$ cat src/rtl/lift_call_scheduler.sv
// lift_call_scheduler: latches floor calls for a 4-floor lift, picks the next target with a
// SCAN policy and times a door-open dwell at each served floor.
// Optional: define DOOR_HOLD_EN to add i_door_hold, which keeps the door open while asserted.
module lift_call_scheduler #(
    parameter int unsigned DWELL_CYCLES = 4,
    parameter int unsigned DWELL_W      = 8
) (
    input  logic       i_clk,
    input  logic       i_reset,
    input  logic [3:0] i_call_req,
    input  logic [1:0] i_lift_state,
`ifdef DOOR_HOLD_EN
    input  logic       i_door_hold,
`endif
    output logic [1:0] o_floor,
    output logic       o_busy,
    output logic       o_door_open,
    output logic       o_dir,
    output logic [3:0] o_pending
);

    typedef enum logic [1:0] {
        StIdle = 2'b00,
        StMove = 2'b01,
        StDoor = 2'b10
    } state_t;

    localparam logic [DWELL_W-1:0] DwellLoad = DWELL_W'(DWELL_CYCLES - 1);

    state_t               r_state;
    logic   [1:0]         r_floor;
    logic                 r_dir;
    logic   [3:0]         r_pending;
    logic   [DWELL_W-1:0] r_dwell;

    state_t               w_state_d;
    logic   [1:0]         w_floor_d;
    logic                 w_dir_d;
    logic   [3:0]         w_pending_d;
    logic   [DWELL_W-1:0] w_dwell_d;
    logic   [3:0]         w_clear;
    logic   [3:0]         w_req_all;
    logic                 w_hold;

    logic                 w_up_found;
    logic   [1:0]         w_up_tgt;
    logic                 w_dn_found;
    logic   [1:0]         w_dn_tgt;
    logic                 w_have_tgt;
    logic   [1:0]         w_tgt;
    logic                 w_dir_next;

    // New calls act on the same edge they are latched.
    assign w_req_all = r_pending | i_call_req;

`ifdef DOOR_HOLD_EN
    assign w_hold = i_door_hold;
`else
    assign w_hold = 1'b0;
`endif

    // Nearest call above and below the current floor; the strict compares exclude the
    // current floor itself.
    always_comb begin
        w_up_found = 1'b0;
        w_up_tgt   = 2'd0;
        w_dn_found = 1'b0;
        w_dn_tgt   = 2'd0;
        for (int i = 3; i >= 0; i--) begin
            if (w_req_all[i] && (2'(i) > i_lift_state)) begin
                w_up_found = 1'b1;
                w_up_tgt   = 2'(i);
            end
        end
        for (int i = 0; i < 4; i++) begin
            if (w_req_all[i] && (2'(i) < i_lift_state)) begin
                w_dn_found = 1'b1;
                w_dn_tgt   = 2'(i);
            end
        end
    end

    // SCAN choice: keep sweeping in the current direction, reverse only when it is empty.
    always_comb begin
        w_tgt      = r_floor;
        w_dir_next = r_dir;
        w_have_tgt = w_up_found | w_dn_found;
        if (r_dir) begin
            if (w_up_found) begin
                w_tgt      = w_up_tgt;
                w_dir_next = 1'b1;
            end else if (w_dn_found) begin
                w_tgt      = w_dn_tgt;
                w_dir_next = 1'b0;
            end
        end else begin
            if (w_dn_found) begin
                w_tgt      = w_dn_tgt;
                w_dir_next = 1'b0;
            end else if (w_up_found) begin
                w_tgt      = w_up_tgt;
                w_dir_next = 1'b1;
            end
        end
    end

    // Next-state, target, direction, dwell and call-clear decisions.
    always_comb begin
        w_state_d = r_state;
        w_floor_d = r_floor;
        w_dir_d   = r_dir;
        w_dwell_d = r_dwell;
        w_clear   = 4'b0000;
        case (r_state)
            StIdle: begin
                if (w_req_all[i_lift_state]) begin
                    w_state_d               = StDoor;
                    w_clear[i_lift_state]   = 1'b1;
                    w_dwell_d               = DwellLoad;
                end else if (w_have_tgt) begin
                    w_state_d = StMove;
                    w_floor_d = w_tgt;
                    w_dir_d   = w_dir_next;
                end
            end
            StMove: begin
                if (i_lift_state == r_floor) begin
                    w_state_d          = StDoor;
                    w_clear[r_floor]   = 1'b1;
                    w_dwell_d          = DwellLoad;
                end else if (r_dir && w_up_found && (w_up_tgt < r_floor)) begin
                    // Pick up a call that lies on the way up.
                    w_floor_d = w_up_tgt;
                end else if (!r_dir && w_dn_found && (w_dn_tgt > r_floor)) begin
                    // Pick up a call that lies on the way down.
                    w_floor_d = w_dn_tgt;
                end
            end
            StDoor: begin
                // A call for the floor whose door is open is already served.
                w_clear[i_lift_state] = 1'b1;
                if (w_hold) begin
                    w_dwell_d = DwellLoad;
                end else if (r_dwell == '0) begin
                    w_state_d = StIdle;
                end else begin
                    w_dwell_d = r_dwell - DWELL_W'(1);
                end
            end
            default: begin
                w_state_d = StIdle;
            end
        endcase
        w_pending_d = w_req_all & ~w_clear;
    end

    // State and output registers with synchronous active-low reset.
    always_ff @(posedge i_clk) begin
        if (!i_reset) begin
            r_state   <= StIdle;
            r_floor   <= 2'd0;
            r_dir     <= 1'b1;
            r_pending <= 4'b0000;
            r_dwell   <= '0;
        end else begin
            r_state   <= w_state_d;
            r_floor   <= w_floor_d;
            r_dir     <= w_dir_d;
            r_pending <= w_pending_d;
            r_dwell   <= w_dwell_d;
        end
    end

    assign o_floor     = r_floor;
    assign o_dir       = r_dir;
    assign o_pending   = r_pending;
    assign o_busy      = (r_state == StMove);
    assign o_door_open = (r_state == StDoor);

endmodule
$ cat config.mk
export PLATFORM = sky130hd
export DESIGN_NAME = lift_call_scheduler
export DESIGN_NICKNAME = d
export VERILOG_FILES = /design/src/rtl/lift_call_scheduler.sv
export SDC_FILE = /design/constraint.sdc
export NUM_CORES = 1
export LEC_CHECK = 0
export BUFFER_PORTS_ARGS = -buffer_cell sky130_fd_sc_hd__buf_2
export CAP_MARGIN = 20
export CORE_MARGIN = 4
export CORE_UTILIZATION = 55
export CTS_BUF_LIST = sky130_fd_sc_hd__clkbuf_16
export DETAILED_ROUTE_END_ITERATION = 6
export PLACE_DENSITY = 0.8
export SLEW_MARGIN = 5
export SYNTH_ARGS = -nofsm -noshare
export SYNTH_HDL_FRONTEND = slang
export SYNTH_SLANG_ARGS = --single-unit
$ cat constraint.sdc
create_clock -name i_clk -period 3.1 [get_ports i_clk]
set_input_delay 0.62 -clock i_clk [delete_from_list [all_inputs] [get_ports i_clk]]
set_output_delay 0.62 -clock i_clk [all_outputs]
set_load 0.01 [all_outputs]
Word level (Yosys, flattened, before mapping)
Cells that the tools add are included.
{"block": "word_totals", "regBits": 17, "latch_bits": 0, "mem_bits_rw": 0, "rom_bits": 0, "input_bits": 8, "out_inout_bits": 9, "memories": 0}
{"block": "classes", "n_addsub": 1, "mul": 0, "div": 0, "magnitude_cmp": 14, "eq_ne": 13, "n_shift": 0, "muxes": 49, "bitwise_logic": 5, "n_reduce_logical": 23}
{"cell": "$mux W2", "count": 20}
{"cell": "$mux W8", "count": 3}
{"cell": "$pmux W8 S3", "count": 1}
{"cell": "$mux W1", "count": 17}
{"cell": "$logic_and A1 B1 Y1", "count": 14}
{"cell": "$pmux W4 S3", "count": 1}
{"cell": "$ne A2 B2 Y1 const B", "count": 5}
{"cell": "$logic_not A8 Y1", "count": 1}
{"cell": "$mux W4", "count": 2}
{"cell": "$sub A8 B1 Y8 const B", "count": 1}
{"cell": "$lt A2 B3 Y1 const B", "count": 2}
{"cell": "$ne A3 B3 Y1 const B", "count": 2}
{"cell": "$pmux W2 S3", "count": 1}
{"cell": "$reduce_and A3 Y1", "count": 2}
{"cell": "$reduce_and A6 Y1", "count": 1}
{"cell": "$and A4 B4 Y4", "count": 1}
{"cell": "$demux W1 S2", "count": 2}
{"cell": "$ge A2 B1 Y1 const B", "count": 2}
{"cell": "$gt A1 B2 Y1 const A", "count": 2}
{"cell": "$gt A2 B2 Y1 const A", "count": 2}
{"cell": "$lt A1 B2 Y1 const A", "count": 2}
{"cell": "$lt A2 B2 Y1 const A", "count": 2}
{"cell": "$ne A2 B1 Y1 const B", "count": 2}
{"cell": "$not A4 Y4", "count": 1}
{"cell": "other kinds (16)", "count": 16}

Longest topological paths before layout
{"block": "logic_depth", "ltp_word": 12, "ltp_mapped": 9, "mapped_depth_nobuf": 8}

Worst setup path before layout
Ideal clock, no wire load.
{"block": "synth_path", "kind": "in2reg", "startpoint": "in i_lift_state[0]", "endpoint": "reg r_floor[0], in the netlist o_floor[0]", "setup_time_ps": 127, "arrival_ps": 2316, "path_slack_ps": 658, "path_stages": 9, "path_buffers": 1, "path_cell_list": "buf_1 -> nor2_1 -> a221oi_1 -> ha_1 -> nand2b_1 -> nand4b_1 -> a221o_1 -> o2111ai_1 -> o21ai_0"}
{"block": "synth_between", "elab_chain_cells": 12, "word_cells_on_any_way": 58}
{"element": "from (decl)", "line": "11", "rtl": "input logic [1:0] i_lift_state,"}
{"element": "$gt A2 B2 Y1", "line": "70", "rtl": "if (w_req_all[i] && (2'(i) > i_lift_state)) begin"}
{"element": "$logic_and A1 B1 Y1", "line": "70"}
{"element": "$mux W2 (4 in series)", "line": "70"}
{"element": "$mux W2", "line": "100", "rtl": "end else if (w_up_found) begin"}
{"element": "$mux W2", "line": "97", "rtl": "if (w_dn_found) begin"}
{"element": "$mux W2", "line": "88", "rtl": "if (r_dir) begin"}
{"element": "$mux W2", "line": "120", "rtl": "end else if (w_have_tgt) begin"}
{"element": "$mux W2", "line": "116", "rtl": "if (w_req_all[i_lift_state]) begin"}
{"element": "$pmux W2 S2", "line": "114", "rtl": "case (r_state)"}
{"element": "to (signal assigned)", "line": "167", "rtl": "r_floor <= w_floor_d;"}
{"element": "to (decl)", "line": "31", "rtl": "logic [1:0] r_floor;"}
Parallel ways exist; a longest one is shown, timed or not. The select of a mux whose other input is x is not followed.
A chain may end at the register's enable or synchronous reset.

Worst setup path in the final report
{"block": "layout_path", "startpoint": "in i_call_req[1]", "endpoint": "reg r_floor[1], in the netlist o_floor[1]"}
{"block": "layout_between", "elab_chain_cells": 10, "word_cells_on_any_way": 36}
{"element": "from (decl)", "line": "10", "rtl": "input logic [3:0] i_call_req,"}
{"element": "$or A4 B4 Y4 *", "line": "54", "rtl": "assign w_req_all = r_pending | i_call_req;"}
{"element": "branches (longest 9 deep; another with $gt A2 B2 Y1)"}
Mark *: on every way between the ends. The select of a mux whose other input is x is not followed.

==> metrics.md <==
| Metric | Value |
|---|---|
| Status | `completed` |
| Cell area power density | `about 750 mW/mm^2` |
| Post-Syn Area per Cell | `between 7 and 8 um^2` |
| Share of synthesized registers carrying an async set or reset | `0` |
| Diodes inserted | `0` |
| P_int | `about 600 uW` |
| Clock tree buffer depth | `2` |
| Type of element capturing the critical path | `flip-flop` |
| Syn Inst Count | `144` |
| Depth of the CTS H-tree | `1` |
| Sequential share of the synthesized area | `0.297` |
| Clock Tree Root | `sky130_fd_sc_hd__clkbuf_16` |
| Data required, critical path | `roughly 3.2 ns` |
| Logic gate share of total power | `0.409` |
| CP Class | `primary input to flip-flop` |
| CP startpoint kind | `primary input` |
| Actual transition at the worst max-transition pin | `about 0.58 ns` |
| Number of DRC violations after detailed routing | `0` |
| Post-route clock period utilization | `0.772` |
| Setup-violating endpoint count in the final report | `0` |
| Buffers on Ports | `16` |
| P_leak | `around 0.00056 uW` |
| Cell count after placement | `~180` |
| Setup bufs post-CTS | `0` |
| Net switching power of the design | `between 300 and 400 uW` |
| Buf+Inv Stages, Crit Path | `1` |
| Die area | `0.00288 mm^2` |
| Layout cells sized above 1 | `0.196` |
| Overall via count from detail_route | `1127` |
| Pin count of the biggest net entering global routing | `18` |
| Worst-path maximum fanout | `4` |
| DPL Wire Length | `approximately 2000 um` |
| Post-synthesis sequential element count | `17` |
| I/O pin count | `17` |
| Die Span X | `about 54 um` |
| Number of nets in the layout | `171` |
| Fin crit period | `between 2 and 2.5 ns` |
| Number of global-route vias before repair | `between 1000 and 1500` |
| Standard cell core area | `a little under 0.002 mm^2` |
| Insertion delay to the later sink of the worst-skew pair | `0.25 ns` |
| Routed length per instance | `around 15 um` |
| Number of unique standard cell types used by synthesis | `49` |
| Number of clock buffers inserted by TritonCTS | `3` |
| # Max-Cap Violations | `0` |
| Total routing resource utilization after global routing | `0.218` |
| Cell taking the most area after synthesis | `sky130_fd_sc_hd__dfxtp_1` |
| Number of warnings issued by yosys | `0` |
| Switching share of power | `0.381` |
| Die height | `between 50 and 60 um` |
| Number of max-slew violations in the final report | `0` |
| Post-synthesis cell area | `0.00114 mm^2` |
| Gates resized, CTS repair | `0` |
| Maximum resistive drop on vdd | `0.407 mV` |
| Sequential fraction of design power | `0.327` |
| Clock-pin transition on the worst setup and hold timing paths | `approximately 0.050 ns` |
| TritonCTS clock tree | `built` |
| Arr. time, crit path | `about 2.5 ns` |
| Pre-Repair DR Iteration Count | `4` |
| Final Skew | `between 0.0015 and 0.002 ns` |
| Sinks on Clock Net | `17` |
| Largest stage delay, worst path | `approximately 0.43 ns` |
| FP Rows | `16` |
| Initial Util | `0.584` |
| Number of antenna violations at the first check in global routing | `0` |
| Cell with the largest stage delay on the worst path | `sky130_fd_sc_hd__a221oi_1` |
| Per-cell via count in the routed design | `6.09` |
| Clock network fraction of design power | `0.264` |
| Layout Area Growth over Synthesis | `14.3%` |
| Total Neg Setup Slack | `0 ns` |
| Final instance count without filler cells | `between 150 and 200` |
| Crit path max-delay family | `compound AO/OA/AOI/OAI gates` |
| Total routed wirelength | `~2800 um` |
| Hold buffers post-CTS | `0` |
| EDFF count, synth | `0` |
| Area share of the largest cell type after synthesis | `0.297` |
| Number of DRC violations after detailed-routing iteration 0 | `39` |
| Gp weighted congestion | `between 0.9 and 1` |
| Hold/Removal Path Class | `flip-flop to flip-flop` |
| Net count of the mapped netlist | `about 160` |
| Fin. Hold Viols | `0` |
| Flip-flop cell with the highest count after synthesis | `sky130_fd_sc_hd__dfxtp_1` |
| Relative max-transition margin | `0.612` |
| Antenna Nets Post-Route | `0` |
| Sequence of cells on the critical path | `buf_2 -> or2_4 -> a221oi_1 -> ha_1 -> nand2b_1 -> nand4b_1 -> a21oi_1 -> o31a_1 -> a31oi_1` |
| Fmax | `418 MHz` |
| Leading cell types by total area after synthesis | `sky130_fd_sc_hd__dfxtp_1 (30%), sky130_fd_sc_hd__o21ai_0 (4.8%), sky130_fd_sc_hd__ha_1 (4.4%)` |
| Final-layout worst hold slack | `slightly below 0.5 ns` |
| RSZ-0062 raised after global routing | `no` |
| GR Overflow Total | `0` |
| Wire length of the first global-routing pass | `4600 um` |
==> cell usage after synthesis (2+ instances only) <==
master                      n
sky130_fd_sc_hd__inv_1      7
sky130_fd_sc_hd__xor2_1     2
sky130_fd_sc_hd__nand2_1   13
sky130_fd_sc_hd__nand3_1    2
sky130_fd_sc_hd__o211a_1    2
sky130_fd_sc_hd__clkbuf_1   4
sky130_fd_sc_hd__a311oi_1   2
sky130_fd_sc_hd__or3_1      3
sky130_fd_sc_hd__nor2_1    13
sky130_fd_sc_hd__dfxtp_1   17
sky130_fd_sc_hd__nand2b_1   4
sky130_fd_sc_hd__nor2b_1    3
sky130_fd_sc_hd__a21oi_1    6
sky130_fd_sc_hd__o31ai_1    2
sky130_fd_sc_hd__o211ai_1   3
sky130_fd_sc_hd__o21ai_0   11
sky130_fd_sc_hd__a21o_1     3
sky130_fd_sc_hd__nor4_1     2
sky130_fd_sc_hd__a31oi_1    7
sky130_fd_sc_hd__nor3_1     3
sky130_fd_sc_hd__ha_1       4
sky130_fd_sc_hd__a31o_2     2
sky130_fd_sc_hd__or2_1      3
==> worst reg2reg max path: stages (launching register included) <==
cell	delay [ns]
sky130_fd_sc_hd__dfxtp_1	0.33
sky130_fd_sc_hd__or2_4	0.25
sky130_fd_sc_hd__a221oi_1	0.43
sky130_fd_sc_hd__ha_1	0.33
sky130_fd_sc_hd__nand2b_1	0.07
sky130_fd_sc_hd__nand4b_1	0.12
sky130_fd_sc_hd__a21oi_1	0.29
sky130_fd_sc_hd__o31a_1	0.20
sky130_fd_sc_hd__a31oi_1	0.08
==> flip-flops by register name, indices dropped and copies added (netlist names) <==
register and count:
o_dir 1, o_floor 2, o_pending 4, r_dwell 8, r_state 2
==> power by group through the flow <==
stage | Combinational, uW | Sequential (uW) | Clock (uW)
after floorplan | 318 | 316 | 0
after global placement | 378 | 318 | 0
after detailed placement | 394 | 322 | 0
after global routing | 453 | 329 | 273
final | 403 | 322 | 261
after CTS | 399 | 320 | 264
==> worst paths after layout <==
kind                       from         end  slack [ns]  depth (start not counted)
hold reg to reg      r_dwell[5]  r_dwell[5]        0.49                          1
setup / recovery  i_call_req[1]  o_floor[1]        0.71                          9
hold / removal       r_dwell[5]  r_dwell[5]        0.49                          1
setup reg to reg   o_pending[1]  o_floor[1]        0.87                          8
==> cells in the final DEF, fill, tap and decap left out, types with 2 or more instances in the layout <==
cell                        netlist  routed
sky130_fd_sc_hd__dfxtp_1         17      17
sky130_fd_sc_hd__buf_2            0      16
sky130_fd_sc_hd__nor2_1          13      13
sky130_fd_sc_hd__nand2_1         13      13
sky130_fd_sc_hd__o21ai_0         11      11
sky130_fd_sc_hd__inv_1            7       7
sky130_fd_sc_hd__a31oi_1          7       7
sky130_fd_sc_hd__a21oi_1          6       6
sky130_fd_sc_hd__nand2b_1         4       4
sky130_fd_sc_hd__ha_1             4       4
sky130_fd_sc_hd__nor2b_1          3       3
sky130_fd_sc_hd__o211ai_1         3       3
sky130_fd_sc_hd__or2_1            3       3
sky130_fd_sc_hd__a21o_1           3       3
sky130_fd_sc_hd__or3_1            3       3
sky130_fd_sc_hd__nor3_1           3       3
sky130_fd_sc_hd__clkbuf_16        0       3
sky130_fd_sc_hd__nor4_1           2       2
sky130_fd_sc_hd__xor2_1           2       2
sky130_fd_sc_hd__nand3_1          2       2
sky130_fd_sc_hd__a31o_2           2       2
sky130_fd_sc_hd__a311oi_1         2       2
sky130_fd_sc_hd__o31ai_1          2       2
sky130_fd_sc_hd__o211a_1          2       2
==> layer usage <==
| metal | wire length (um) | global-route usage |
|---|---|---|
| met5 | 0 | 0 |
| met4 | 76 | 0.0979 |
| met3 | 128 | 0.0332 |
| met2 | 1240 | 0.329 |
| met1 | 1370 | 0.305 |
==> cell type report <==
cell class	instances	area [um^2]
Multi-Input combinational cell	113	744
Fill cell	169	653
Sequential cell	17	340
Timing Repair Buffer	16	80.1
Clock buffer	3	75.1
Tap cell	27	33.8
Inverter	8	30.0
Clock inverter	1	5.00
==> kinds of logic (layout without fill, tap and decap cells) <==
| family | count (synthesis) | in the layout | share of synthesized area |
|---|---|---|---|
| flops | 17 | 17 | 0.297 |
| buf+inv | 14 | 28 | 0.0525 |
| simple gates | 54 | 54 | 0.249 |
| compound gates | 51 | 51 | 0.314 |
| fa+ha+maj | 4 | 4 | 0.0437 |
| xor+xnor | 2 | 2 | 0.0153 |
| mux | 2 | 2 | 0.0284 |
==> per-stage QoR <==
stage | worst slack [ns] | power [uW] | util | cell area, um^2
final | 0.708 | 986 | 0.667 | 1310
after global routing | 0.592 | 1050 | 0.667 | 1310
after CTS | 0.746 | 983 | 0.667 | 1310
after detailed placement | 0.485 | 716 | 0.626 | 1230
after global placement | 0.581 | 696 | 0.626 | 1230
after floorplan | 0.658 | 635 | - | 1140
Note: power is estimated with default switching activity, not from simulation.
